## config.mk

```make
export PLATFORM = sky130hd
export DESIGN_NAME = noc_link_arbiter
export DESIGN_NICKNAME = d
export VERILOG_FILES = /design/src/rtl/noc_link_arbiter.sv
export SDC_FILE = /design/constraint.sdc
export NUM_CORES = 2
export LEC_CHECK = 0
export CORE_AREA = 2 2 325 327
export CTS_CLUSTER_SIZE = 20
export DETAILED_ROUTE_END_ITERATION = 8
export DIE_AREA = 0 0 327 329
export PLACE_DENSITY = 0.69
export SYNTH_ARGS = -nofsm -noshare
export SYNTH_HDL_FRONTEND = slang
export SYNTH_SLANG_ARGS = --single-unit
```

## constraint.sdc

```tcl
create_clock -name clk -period 10.6 [get_ports clk]
set_clock_uncertainty 0.05 [all_clocks]
set_input_delay 1.59 -clock clk [delete_from_list [all_inputs] [get_ports clk]]
set_output_delay 1.59 -clock clk [all_outputs]
set_load 0.01 [all_outputs]
```

## src/rtl/noc_link_arbiter.sv

```systemverilog
// noc_link_arbiter: multiplexes the NoC boundary output channels onto one
// off-chip valid/ready link. Each channel has a small FIFO sized to the
// router's credit count; a round-robin arbiter drains the FIFOs into a
// single output register and returns one credit per flit it pops.
module noc_link_arbiter #(
    parameter int FW  = 36,
    parameter int B   = 4,
    parameter int NCH = 8,
    parameter int CW  = 3
) (
    input  logic                clk,
    input  logic                rst,
    input  logic [FW*NCH-1:0]   flit_in,
    input  logic [NCH-1:0]      flit_in_wr,
    output logic [NCH-1:0]      credit_out,
    output logic                link_valid,
    input  logic                link_ready,
    output logic [CW+FW-1:0]    link_data,
    output logic [NCH-1:0]      link_chan_busy,
    output logic                ovf_err
);

    localparam int PW   = (B > 1) ? $clog2(B) : 1;
    localparam int CNTW = $clog2(B + 1);

    logic [FW-1:0]   mem    [NCH][B];
    logic [PW-1:0]   wr_ptr [NCH];
    logic [PW-1:0]   rd_ptr [NCH];
    logic [CNTW-1:0] count  [NCH];

    logic [NCH-1:0]  non_empty;
    logic [NCH-1:0]  full;
    logic [NCH-1:0]  push;
    logic [NCH-1:0]  pop;
    logic [CW-1:0]   rr_ptr;
    logic [CW-1:0]   grant_idx;
    logic            grant_valid;
    logic            load_en;
    logic [FW-1:0]   head_flit;

    // The output register can take a new flit when it is empty or being drained.
    assign load_en = !link_valid || link_ready;

    assign head_flit      = mem[grant_idx][rd_ptr[grant_idx]];
    assign link_chan_busy = non_empty;

    // Per-channel occupancy flags and the accepted-write mask; a full FIFO still
    // accepts a write when its head leaves in the same cycle.
    always_comb begin
        non_empty = '0;
        full      = '0;
        push      = '0;
        for (int c = 0; c < NCH; c++) begin
            non_empty[c] = (count[c] != '0);
            full[c]      = (count[c] == CNTW'(B));
            push[c]      = flit_in_wr[c] && (!full[c] || pop[c]);
        end
    end

    // Round-robin search: first non-empty channel at or above the pointer, wrapping.
    always_comb begin
        int          cand;
        logic [CW-1:0] cand_idx;
        grant_valid = 1'b0;
        grant_idx   = '0;
        cand        = 0;
        cand_idx    = '0;
        for (int i = 0; i < NCH; i++) begin
            cand     = (int'(rr_ptr) + i) % NCH;
            cand_idx = CW'(cand);
            if (!grant_valid && non_empty[cand_idx]) begin
                grant_valid = 1'b1;
                grant_idx   = cand_idx;
            end
        end
    end

    // One-hot pop of the granted channel whenever the output register loads.
    always_comb begin
        pop = '0;
        if (load_en && grant_valid) begin
            pop[grant_idx] = 1'b1;
        end
    end

    // FIFO pointers and occupancy; reset empties every channel.
    always_ff @(posedge clk or posedge rst) begin
        if (rst) begin
            for (int c = 0; c < NCH; c++) begin
                wr_ptr[c] <= '0;
                rd_ptr[c] <= '0;
                count[c]  <= '0;
            end
        end else begin
            for (int c = 0; c < NCH; c++) begin
                if (push[c]) begin
                    wr_ptr[c] <= (wr_ptr[c] == PW'(B - 1)) ? '0 : wr_ptr[c] + PW'(1);
                end
                if (pop[c]) begin
                    rd_ptr[c] <= (rd_ptr[c] == PW'(B - 1)) ? '0 : rd_ptr[c] + PW'(1);
                end
                if (push[c] && !pop[c]) begin
                    count[c] <= count[c] + CNTW'(1);
                end else if (!push[c] && pop[c]) begin
                    count[c] <= count[c] - CNTW'(1);
                end
            end
        end
    end

    // FIFO storage; contents need no reset because the pointers define validity.
    always_ff @(posedge clk) begin
        for (int c = 0; c < NCH; c++) begin
            if (push[c]) begin
                mem[c][wr_ptr[c]] <= flit_in[FW*c +: FW];
            end
        end
    end

    // Sticky overflow flag: a write hit a full FIFO that was not draining.
    always_ff @(posedge clk or posedge rst) begin
        if (rst) begin
            ovf_err <= 1'b0;
        end else if (|(flit_in_wr & full & ~pop)) begin
            ovf_err <= 1'b1;
        end
    end

    // Round-robin pointer moves just past the channel that was granted.
    always_ff @(posedge clk or posedge rst) begin
        if (rst) begin
            rr_ptr <= '0;
        end else if (load_en && grant_valid) begin
            rr_ptr <= (grant_idx == CW'(NCH - 1)) ? '0 : grant_idx + CW'(1);
        end
    end

    // Link output register, tagged with the granted channel index.
    always_ff @(posedge clk or posedge rst) begin
        if (rst) begin
            link_valid <= 1'b0;
            link_data  <= '0;
        end else if (load_en) begin
            link_valid <= grant_valid;
            link_data  <= grant_valid ? {grant_idx, head_flit} : '0;
        end
    end

    // Credit pulses follow each pop by one cycle, one per flit.
    always_ff @(posedge clk or posedge rst) begin
        if (rst) begin
            credit_out <= '0;
        end else begin
            credit_out <= pop;
        end
    end

endmodule

```

==> results.ini <==
[outcome]
outcome=complete, no violations

[detailed_routing]
routed_wl_um=166600
drtAntennaViolNets=0
viasPerCell=6.308
drt-wirelength-per-cell_um=30.75
dr.pass1.iters=6
first_iter_violations=4859
num_vias=34165
drc=0

[floorplan]
ios=356
dieArea_mm2=0.1076
rows=119
die_h_um=329
initial_core_util_pct=49.64
core_mm2=0.1044
die_w_um=327

[clocking]
cts_tree=done
cts_buffers=120
cts_max_path_buffers=3
clk_latency_ns=0.73
cts_sinks=1260
cts_resized=0
clockRootBuffer=clkbuf_16
hold_buffers=0
post-cts-setup-buffer-count=0
h-tree-depth=3
path_clk_slew_ns=0.06

[worst_setup_path]
critPathMaxStageDelay_ns=0.87
path_class=register to register
crit_family=compound AO/OA/AOI/OAI gates
cp-end-kind=register
cp_common_cell=buf_4
crit_required_ns=11.16
cp_num_buf_inv=4
startpoint_type=register
worst_ep_arrival_time_ns=8.42
critPathSlowestCell=ha_1
path_cells=clkinv_1, ha_1, inv_1, mux4_2, mux2_2, o2bb2ai_1, a31o_2, a21oi_1, o21a_4, buf_4, a31oi_1, a22oi_4, buf_4, o32ai_1, o41ai_2
cp_max_fo=47

[yosys]
ys_ff_latch=1260
synth.area.top_cells=edfxtp_1, mux2i_1, nand2_1
synth_top_area_cell=edfxtp_1
synthFlopType=edfxtp_1
synth_cell_type_count=79
syn_avg_cell_area_um2=14.46
yosysTopAreaCellShare_pct=66.77
ys_warn_count=0
synthCells=3584
yosysSeqAreaShare_pct=71.98
async_flop_share_pct=8.571
synth-edff-count=1152
syn_nets=3942
synthesis.area_mm2=0.05181

[place]
place_area_mm2=0.05668
dp.final_hpwl_um=99670
portBuffers=355
gp_congestion=0.8911

[final_layout]
nets=4277
final_area_mm2=0.06071
mostFrequentLayoutCells=edfxtp_1, nand2_1, clkdlybuf4s50_1
layout.cells.most_common=edfxtp_1
synthToLayoutAreaGrowth_pct=17.17
drive_gt1_share_pct=9.466
n_fill_cell=8001
diodes=0

[hold_path]
hp-class=register to register

[timing]
rsz0062_at_grt=no
post-route-min-period_ns=7.857
max_freq_ghz=0.1273
hold_viol=0
relSlewSlack_pct=30.28
worst_pin_slew_ns=1.042
drv_slew=0
final.period_utilization_pct=74.12
setup_tns_ns=0
setup_viol=0

[global_route]
grt_overflow=0
antenna_found_initial=6
grt_pass1_vias=33101
grt_usage_pct=30.48
grt_max_degree=123
grt_pass1_wl_um=234100

[job]
maxCapViolCount=0

[Yosys cell counts (all sizes together) (27+ instances only)]
cell type	number
a21oi	89
a31oi	66
a32oi	73
and2	33
buf	153
clkbuf	55
dfrtp	108
edfxtp	1152
ha	51
inv	57
mux2i	284
nand2	737
nand3	280
nor2	57
o21ai	27
o22ai	31
[state kept, by name (all words and copies together) (netlist names)]
register,cells
credit_out,8
wr_ptr,16
link_data,39
rd_ptr,16
rr_ptr,3
link_valid,1
count,24
mem,1152
ovf_err,1
[through the flow]
stage	util, %	hold slack (ns)	worst slack (ns)	cells
6_report	58.16	0.4466	2.743	5416
5_1_grt	58.16	0.4573	2.330	5416
4_1_cts	58.16	0.4472	2.835	5416
3_5_place_dp	54.30	0.4334	2.821	5188
3_3_place_gp	54.30	0.4440	2.883	5188
2_1_floorplan	-	0.4495	4.964	3584
[worst register-to-register path, cell delays in order, from the launching register on]
cell and delay [ns]:
dfrtp_1 0.69, clkinv_1 0.65, ha_1 0.87, inv_1 0.27, mux4_2 0.58, mux2_2 0.32
o2bb2ai_1 0.22, a31o_2 0.24, a21oi_1 0.38, o21a_4 0.71, buf_4 0.73, a31oi_1 0.17
a22oi_4 0.80, buf_4 0.58, o32ai_1 0.21, o41ai_2 0.27
[worst paths after layout]
kind	end	cells after the start	slack, ns	start
worst max-delay path	link_data[32]$_DFFE_PP0P_	15	2.74	rr_ptr[0]$_DFFE_PP0N_
worst min-delay path	link_data[36]$_DFFE_PP0P_	1	0.45	link_data[36]$_DFFE_PP0P_
worst max register to register	link_data[32]$_DFFE_PP0P_	15	2.74	rr_ptr[0]$_DFFE_PP0N_
worst min register to register	link_data[36]$_DFFE_PP0P_	1	0.45	link_data[36]$_DFFE_PP0P_
max in group asynchronous	link_data[16]$_DFFE_PP0P_	3	7.84	rst
min in group asynchronous	credit_out[5]$_DFF_PP0_	2	1.28	rst
[cell families after synthesis]
| group | count (synthesis) | share of synthesized area [%] |
|---|---|---|
| flops | 1260 | 71.98 |
| mux | 318 | 6.532 |
| compound gates | 469 | 6.974 |
| buf+inv | 267 | 2.603 |
| xor+xnor | 28 | 0.4733 |
| simple gates | 1183 | 9.892 |
| fa+ha+maj | 59 | 1.541 |
[layer usage]
metal,vias to the layer above,part of all wire [%],GRT usage [%],wire [µm]
met2,2489,47,48.50,77680
met4,6,4.9,14.07,8241
met3,483,11,6.010,18540
met1,16964,37,40.80,62060
met5,-,0.024,0,40
li1,14223,-,-,-
[layout make-up]
type                       instances  area (µm²)  area share [%]
tap                             1391        1740           2.867
sequential                      1260       37300           61.43
multi-input combinational       2057       13320           21.94
clock buffer                     146        3182           5.241
inverter                          59       244.0          0.4019
clock inverter                    82       850.8           1.401
timing repair buffer             421        4074           6.711
Power is left out: the tool's default activity adds up to more than one toggle a clock period on the data nets, which glitch-free logic cannot reach.
